## config.mk

```make
export PLATFORM = sky130hd
export DESIGN_NAME = pipe_ctrl
export DESIGN_NICKNAME = d
export VERILOG_FILES = /design/src/rtl/pipe_ctrl.sv
export SDC_FILE = /design/constraint.sdc
export NUM_CORES = 1
export LEC_CHECK = 0
export BUFFER_PORTS_ARGS = -buffer_cell sky130_fd_sc_hd__buf_2
export CORE_MARGIN = 2
export CORE_UTILIZATION = 34
export DETAILED_ROUTE_END_ITERATION = 7
export GPL_ROUTABILITY_DRIVEN = 0
export SLEW_MARGIN = 20
export SYNTH_ARGS = -nofsm -noshare
export SYNTH_HDL_FRONTEND = slang
export SYNTH_SLANG_ARGS = --single-unit
```

## constraint.sdc

```tcl
create_clock -name clk -period 2.52 [get_ports clk]
set_input_delay 0.378 -clock clk [delete_from_list [all_inputs] [get_ports clk]]
set_output_delay 0.378 -clock clk [all_outputs]
set_load 0.05 [all_outputs]
```

## src/rtl/pipe_ctrl.sv

```systemverilog
// Pipeline sequencer: stall arbitration, exception flush/redirect with one refill
// cycle, saturating stall-cycle counter and stall-hang watchdog.
module pipe_ctrl #(
    parameter logic [31:0] INT_VECTOR    = 32'h0000_0020,
    parameter logic [31:0] EXC_VECTOR    = 32'h0000_0040,
    parameter int          STALL_TIMEOUT = 1023
) (
    input  logic        clk,
    input  logic        rst,
    input  logic        stallreq_from_if,
    input  logic        stallreq_from_id,
    input  logic        stallreq_from_ex,
    input  logic        stallreq_from_mem,
    input  logic [31:0] excepttype_i,
    input  logic [31:0] cp0_epc_i,
    output logic [5:0]  stall,
    output logic        flush,
    output logic [31:0] new_pc,
    output logic [31:0] stall_cycles_o,
    output logic        timeout_o
);

    localparam int              HW        = $clog2(STALL_TIMEOUT + 1);
    localparam logic [HW-1:0]   HANG_LAST = HW'(STALL_TIMEOUT - 1);
    localparam logic [31:0]     EXC_INT   = 32'h0000_0001;
    localparam logic [31:0]     EXC_ERET  = 32'h0000_000e;

    typedef enum logic {RUN, REFILL} state_t;

    state_t        state, state_nxt;
    logic [HW-1:0] hang_cnt;

    function automatic logic [5:0] arb_stall(input logic mem, input logic ex,
                                             input logic id, input logic ifs);
        if (mem)             return 6'b011111;
        else if (ex)         return 6'b001111;
        else if (id || ifs)  return 6'b000111;
        else                 return 6'b000000;
    endfunction

    function automatic logic [31:0] redirect(input logic [31:0] code, input logic [31:0] epc);
        if (code == EXC_INT)       return INT_VECTOR;
        else if (code == EXC_ERET) return epc;
        else                       return EXC_VECTOR;
    endfunction

    always_ff @(posedge clk or posedge rst) begin
        if (rst) state <= RUN;
        else     state <= state_nxt;
    end

    always_comb begin
        state_nxt = state;
        case (state)
            RUN:     if (excepttype_i != 32'd0) state_nxt = REFILL;
            REFILL:  state_nxt = RUN;
            default: state_nxt = RUN;
        endcase
    end

    // Exceptions are only taken in RUN; the refill cycle still honours stall requests.
    always_comb begin
        stall  = 6'b000000;
        flush  = 1'b0;
        new_pc = 32'd0;
        if (rst) begin
            stall = 6'b000000;
        end else if (state == RUN && excepttype_i != 32'd0) begin
            flush  = 1'b1;
            new_pc = redirect(excepttype_i, cp0_epc_i);
        end else begin
            stall = arb_stall(stallreq_from_mem, stallreq_from_ex,
                              stallreq_from_id, stallreq_from_if);
        end
    end

    always_ff @(posedge clk or posedge rst) begin
        if (rst) begin
            stall_cycles_o <= 32'd0;
            hang_cnt       <= '0;
            timeout_o      <= 1'b0;
        end else begin
            if (stall != 6'b000000 && stall_cycles_o != 32'hFFFF_FFFF)
                stall_cycles_o <= stall_cycles_o + 32'd1;
            timeout_o <= 1'b0;
            if (flush || stall == 6'b000000) begin
                hang_cnt <= '0;
            end else if (hang_cnt == HANG_LAST) begin
                hang_cnt  <= '0;
                timeout_o <= 1'b1;
            end else begin
                hang_cnt <= hang_cnt + HW'(1);
            end
        end
    end

endmodule

```

### After elaboration in Yosys (flattened, before gate mapping)

Index checks and enable logic that the tools add are counted.

* output and inout bits: 72
* input bits: 70
* flip-flop bits (word level): 44

* $add $sub $neg: 2
* bitwise operators: 1
* equal/unequal tests: 4
* reduce and logical (&&, ||, !) cells: 7
* mux-type cells: 17

Operators by type and width (count)
* 32-bit two-way mux: 4
* 32-bit by 1-bit adder with 32-bit output, second input constant: 1
* 32-bit by 1-bit == test with 1-bit output, second input constant: 1
* 32-bit by 4-bit == test with 1-bit output, second input constant: 1
* 32-bit inequality test, second input constant: 1
* 32-bit nonzero test: 1
* 10-bit two-way mux: 2
* 5-bit two-way mux: 3
* 10-bit by 1-bit adder with 10-bit output, second input constant: 1
* 10-bit == test, second input constant: 1
* 6-bit logical NOT: 1
* 6-bit nonzero test: 1
* 1-bit two-way mux: 5
* 4-bit two-way mux: 1
* 3-bit two-way mux: 1
* 1-bit logical AND: 2
* 1-bit logical OR: 2
* 1-bit case mux with 2 select lines: 1
* 1-bit NOT: 1

### Logic depth before layout (Yosys ltp)

* depth in word-level cells: 9
* gate-level depth with buffers: 9
* depth with buffers taken out: 7

### Least setup slack after synthesis

Ideal clock, no wire load.

* path kind: input-to-output
* from: input excepttype_i[27]
* to: output new_pc[5]
* path buffers: 0
* slack: -0.627 ns
* required time: 2.142 ns
* stages: 3
* arrival time: 2.769 ns
* path through: or4_4 > or3_1 > nor4_1

* longest elaborated chain between the ends: 5
* elaborated cells on any way between the ends: 8
* those cells by class: 2 x eq/ne; 4 x mux; 2 x reduce/logical

RTL lines
* start: declaration: line 14 `input logic [31:0] excepttype_i,`
* 32-bit by 4-bit == test with 1-bit output: line 43 `else if (code == EXC_ERET) return epc;`
* 32-bit two-way mux: line 43
* 32-bit two-way mux: line 42 `if (code == EXC_INT) return INT_VECTOR;`
* 32-bit two-way mux (*): line 68 `end else if (state == RUN && excepttype_i != 32'd0) begin`
* 32-bit two-way mux (*): line 66 `if (rst) begin`
* end: declaration: line 18 `output logic [31:0] new_pc,`

Every way passes the cells marked *; elsewhere a longest branch is shown, timed or not.

### Final worst setup path

* from: input excepttype_i[14]
* to: output new_pc[18]

The elaborated chain is that of the path after synthesis.

==> out/results.tsv <==
metric	value	unit
status	complete, but fails checks	
max_cap_violations	0	
pwr-share-seq	40.7	%
synth.cell_area	2560	um^2
violations	negative setup slack	
clk_path_buf_depth	2	
start_util	35.3	%
fin_skew	0.00793	ns
syn-num-nets	342	
p_sw_share	31.0	%
finalHoldViolCount	0	
critPathKind	in -> out	
drtIter0Drc	104	
fin_nets	497	
synth_area_leaders	dfrtp_1 43%, xor2_1 11%, and2_1 8.1%	
final_cells	525	
relSlewSlack	62.5	%
clk_pin_slew	0.09	ns
routed_via_density	4.99	
synth_top_area_share	43.0	%
fp.dieArea	8240	um^2
pwr-share-clk	37.2	%
htreeDepth	2	
fp.dieW	90.8	um
netlist-cell-type-count	33	
drive_above_1_share	50.8	%
dpl.cell_count	510	
routedWlPerCell	16.0	um
synth_edf_count	0	
core.rowCount	31	
p_int	1390	uW
synth_top_flop_cell	dfrtp_1	
combPwrFrac	22.1	%
dp_hpwl	5820	um
cp_cell_sequence	buf_2 > nor4_2 > nand4_1 > or3_4 > nor4_4 > buf_4 > buf_6 > and2_4 > buf_8	
cts_hold_buf	0	
hp-class	in -> async	
synth_most_common_cell	dfrtp_1	
ios	142	
critPathRequiredTime	2.14	ns
drt_wl_total	8430	um
ys_ff_latch	44	
hold_ws	0.171	ns
route.detailed.drc	0	
yosysSeqAreaShare	43.0	%
cp_max_fo	7	
cts.sinks	44	
fmax	391	MHz
drt_first_pass_iters	5	
report.final.slew_viol_count	0	
grt_pass1_vias	2543	
yosysWarnings	0	
p_sw	623	uW
p_per_area	484	nW/um^2
cts_tree	built	
critical_path_arrival	2.18	ns
irDropWorstVdd	0.00106	V
grt.total_usage	19.1	%
place_area	3530	um^2
final_area	4160	um^2
cp_slowest_stage_delay	0.44	ns
leakage	0.00212	uW
numPortBuffers	140	
synth_commonest_cells	44 x dfrtp_1, 33 x and2_1, 31 x xor2_1	
grt_pass1_wl	12700	um
fillers	633	
cp-start-kind	primary input	
vias	2620	
setup_viol	22	
antenna_found_initial	1	
ys_async_sr_fraction	100	%
final_util	57.3	%
numCtsBuffers	5	
finalWorstSetupSlack	-0.0390	ns
worst_path_max_delay_cell	or3_4	
grt_max_degree	35	
netlist_instances	269	
fin_setup_tns	-0.431	ns
overflow	0	
min_period	2.56	ns
dieHeight	90.8	um
worst_pin_slew	0.558	ns
yosys.area.top_type	dfrtp_1	
fin_crit_sh	102	%
clk-insertion-delay-late	0.30	ns
avgSynthCellArea	9.52	um^2
core_area	7250	um^2
cp-end-kind	primary output	
rsz0062_at_grt	true	
syn2layout_area_growth	62.3	%
postRouteAntennaNets	0	
cts_root_buffer	clkbuf_8	
[cell usage in the layout, fill, tap and decap left out, drive strengths merged, types with 10 or more instances in the layout]
master	n
nor2	22
nand3	20
buf	156
dfrtp	44
and2	33
nand2	18
xor2	31
nor4	14
nor3	18
inv	10
[state kept, by name (all words and copies together) (netlist names)]
| register | count |
|---|---|
| stall_cycles_o | 32 |
| state | 1 |
| timeout_o | 1 |
| hang_cnt | 10 |
[area by class of cell]
| type | count | area, um^2 | share of cell area, % |
|---|---|---|---|
| multi-input combinational | 204 | 1480 | 35.5 |
| timing repair buffer | 159 | 1260 | 30.2 |
| sequential | 44 | 1100 | 26.5 |
| tap | 99 | 124 | 2.98 |
| clock inverter | 3 | 90.1 | 2.17 |
| clock buffer | 5 | 68.8 | 1.66 |
| inverter | 10 | 37.5 | 0.903 |
| antenna | 1 | 2.50 | 0.0602 |
[through the flow]
| step | setup WS (ns) | power [uW] |
|---|---|---|
| 2_1_floorplan | -0.0646 | 1100 |
| 3_3_place_gp | -0.155 | 1260 |
| 3_5_place_dp | -0.194 | 1270 |
| 4_1_cts | -0.00439 | 2020 |
| 5_1_grt | -0.155 | 2090 |
| 6_report | -0.0390 | 2010 |
[critical path, delay by kind of cell]
family	cells	cell delay, ns
AND/OR/NAND/NOR	5	1.22
buffers and inverters	4	0.59
[worst paths after layout]
| check | from | end | slack, ns | depth (start not counted) |
|---|---|---|---|---|
| max | excepttype_i[14] | new_pc[18] | -0.04 | 9 |
| min | rst | stall_cycles_o[1]$_DFFE_PP0P_ | 0.17 | 2 |
| max reg2reg | stall_cycles_o[1]$_DFFE_PP0P_ | stall_cycles_o[1]$_DFFE_PP0P_ | 0.28 | 7 |
| min reg2reg | stall_cycles_o[12]$_DFFE_PP0P_ | stall_cycles_o[12]$_DFFE_PP0P_ | 0.49 | 1 |
| max in group asynchronous | rst | stall_cycles_o[21]$_DFFE_PP0P_ | 1.82 | 3 |
| min in group clk | excepttype_i[0] | timeout_o$_DFF_PP0_ | 0.47 | 4 |
[cells by family after synthesis]
| logic type | after synthesis | synth area share (%) |
|---|---|---|
| xor gates and xnor gates | 39 | 13.3 |
| other | 1 | 0.146 |
| buffers and inverters | 21 | 4.20 |
| AOI/OAI and AO/OA | 8 | 2.54 |
| adders and majority gates | 3 | 1.47 |
| muxes | 1 | 0.440 |
| and+or+nand+nor | 152 | 34.8 |
| DFF | 44 | 43.0 |
[what timing repair did]
item                       4_1_cts  5_1_grt
gates cloned                     2        1
setup endpoints to repair       30       35
pin swaps                        2       21
gates resized for setup         52       81
setup buffers                    3        0
[power groups by stage]
stage	clock [uW]	combinational (uW)	sequential (uW)
after floorplan	0	99.1	1000
after global placement	0	429	833
after detailed placement	0	436	835
after CTS	758	436	821
after global routing	784	471	831
final	750	444	819
[layer usage]
metal | GRT usage (%) | vias up | part of all wire [%]
li1 | - | 1230 | -
met1 | 21.4 | 1263 | 38
met2 | 34.1 | 105 | 50
met3 | 4.76 | 22 | 7.6
met4 | 8.46 | 0 | 4.1
met5 | 0 | - | 0
Power figures use the tool's default switching activity.
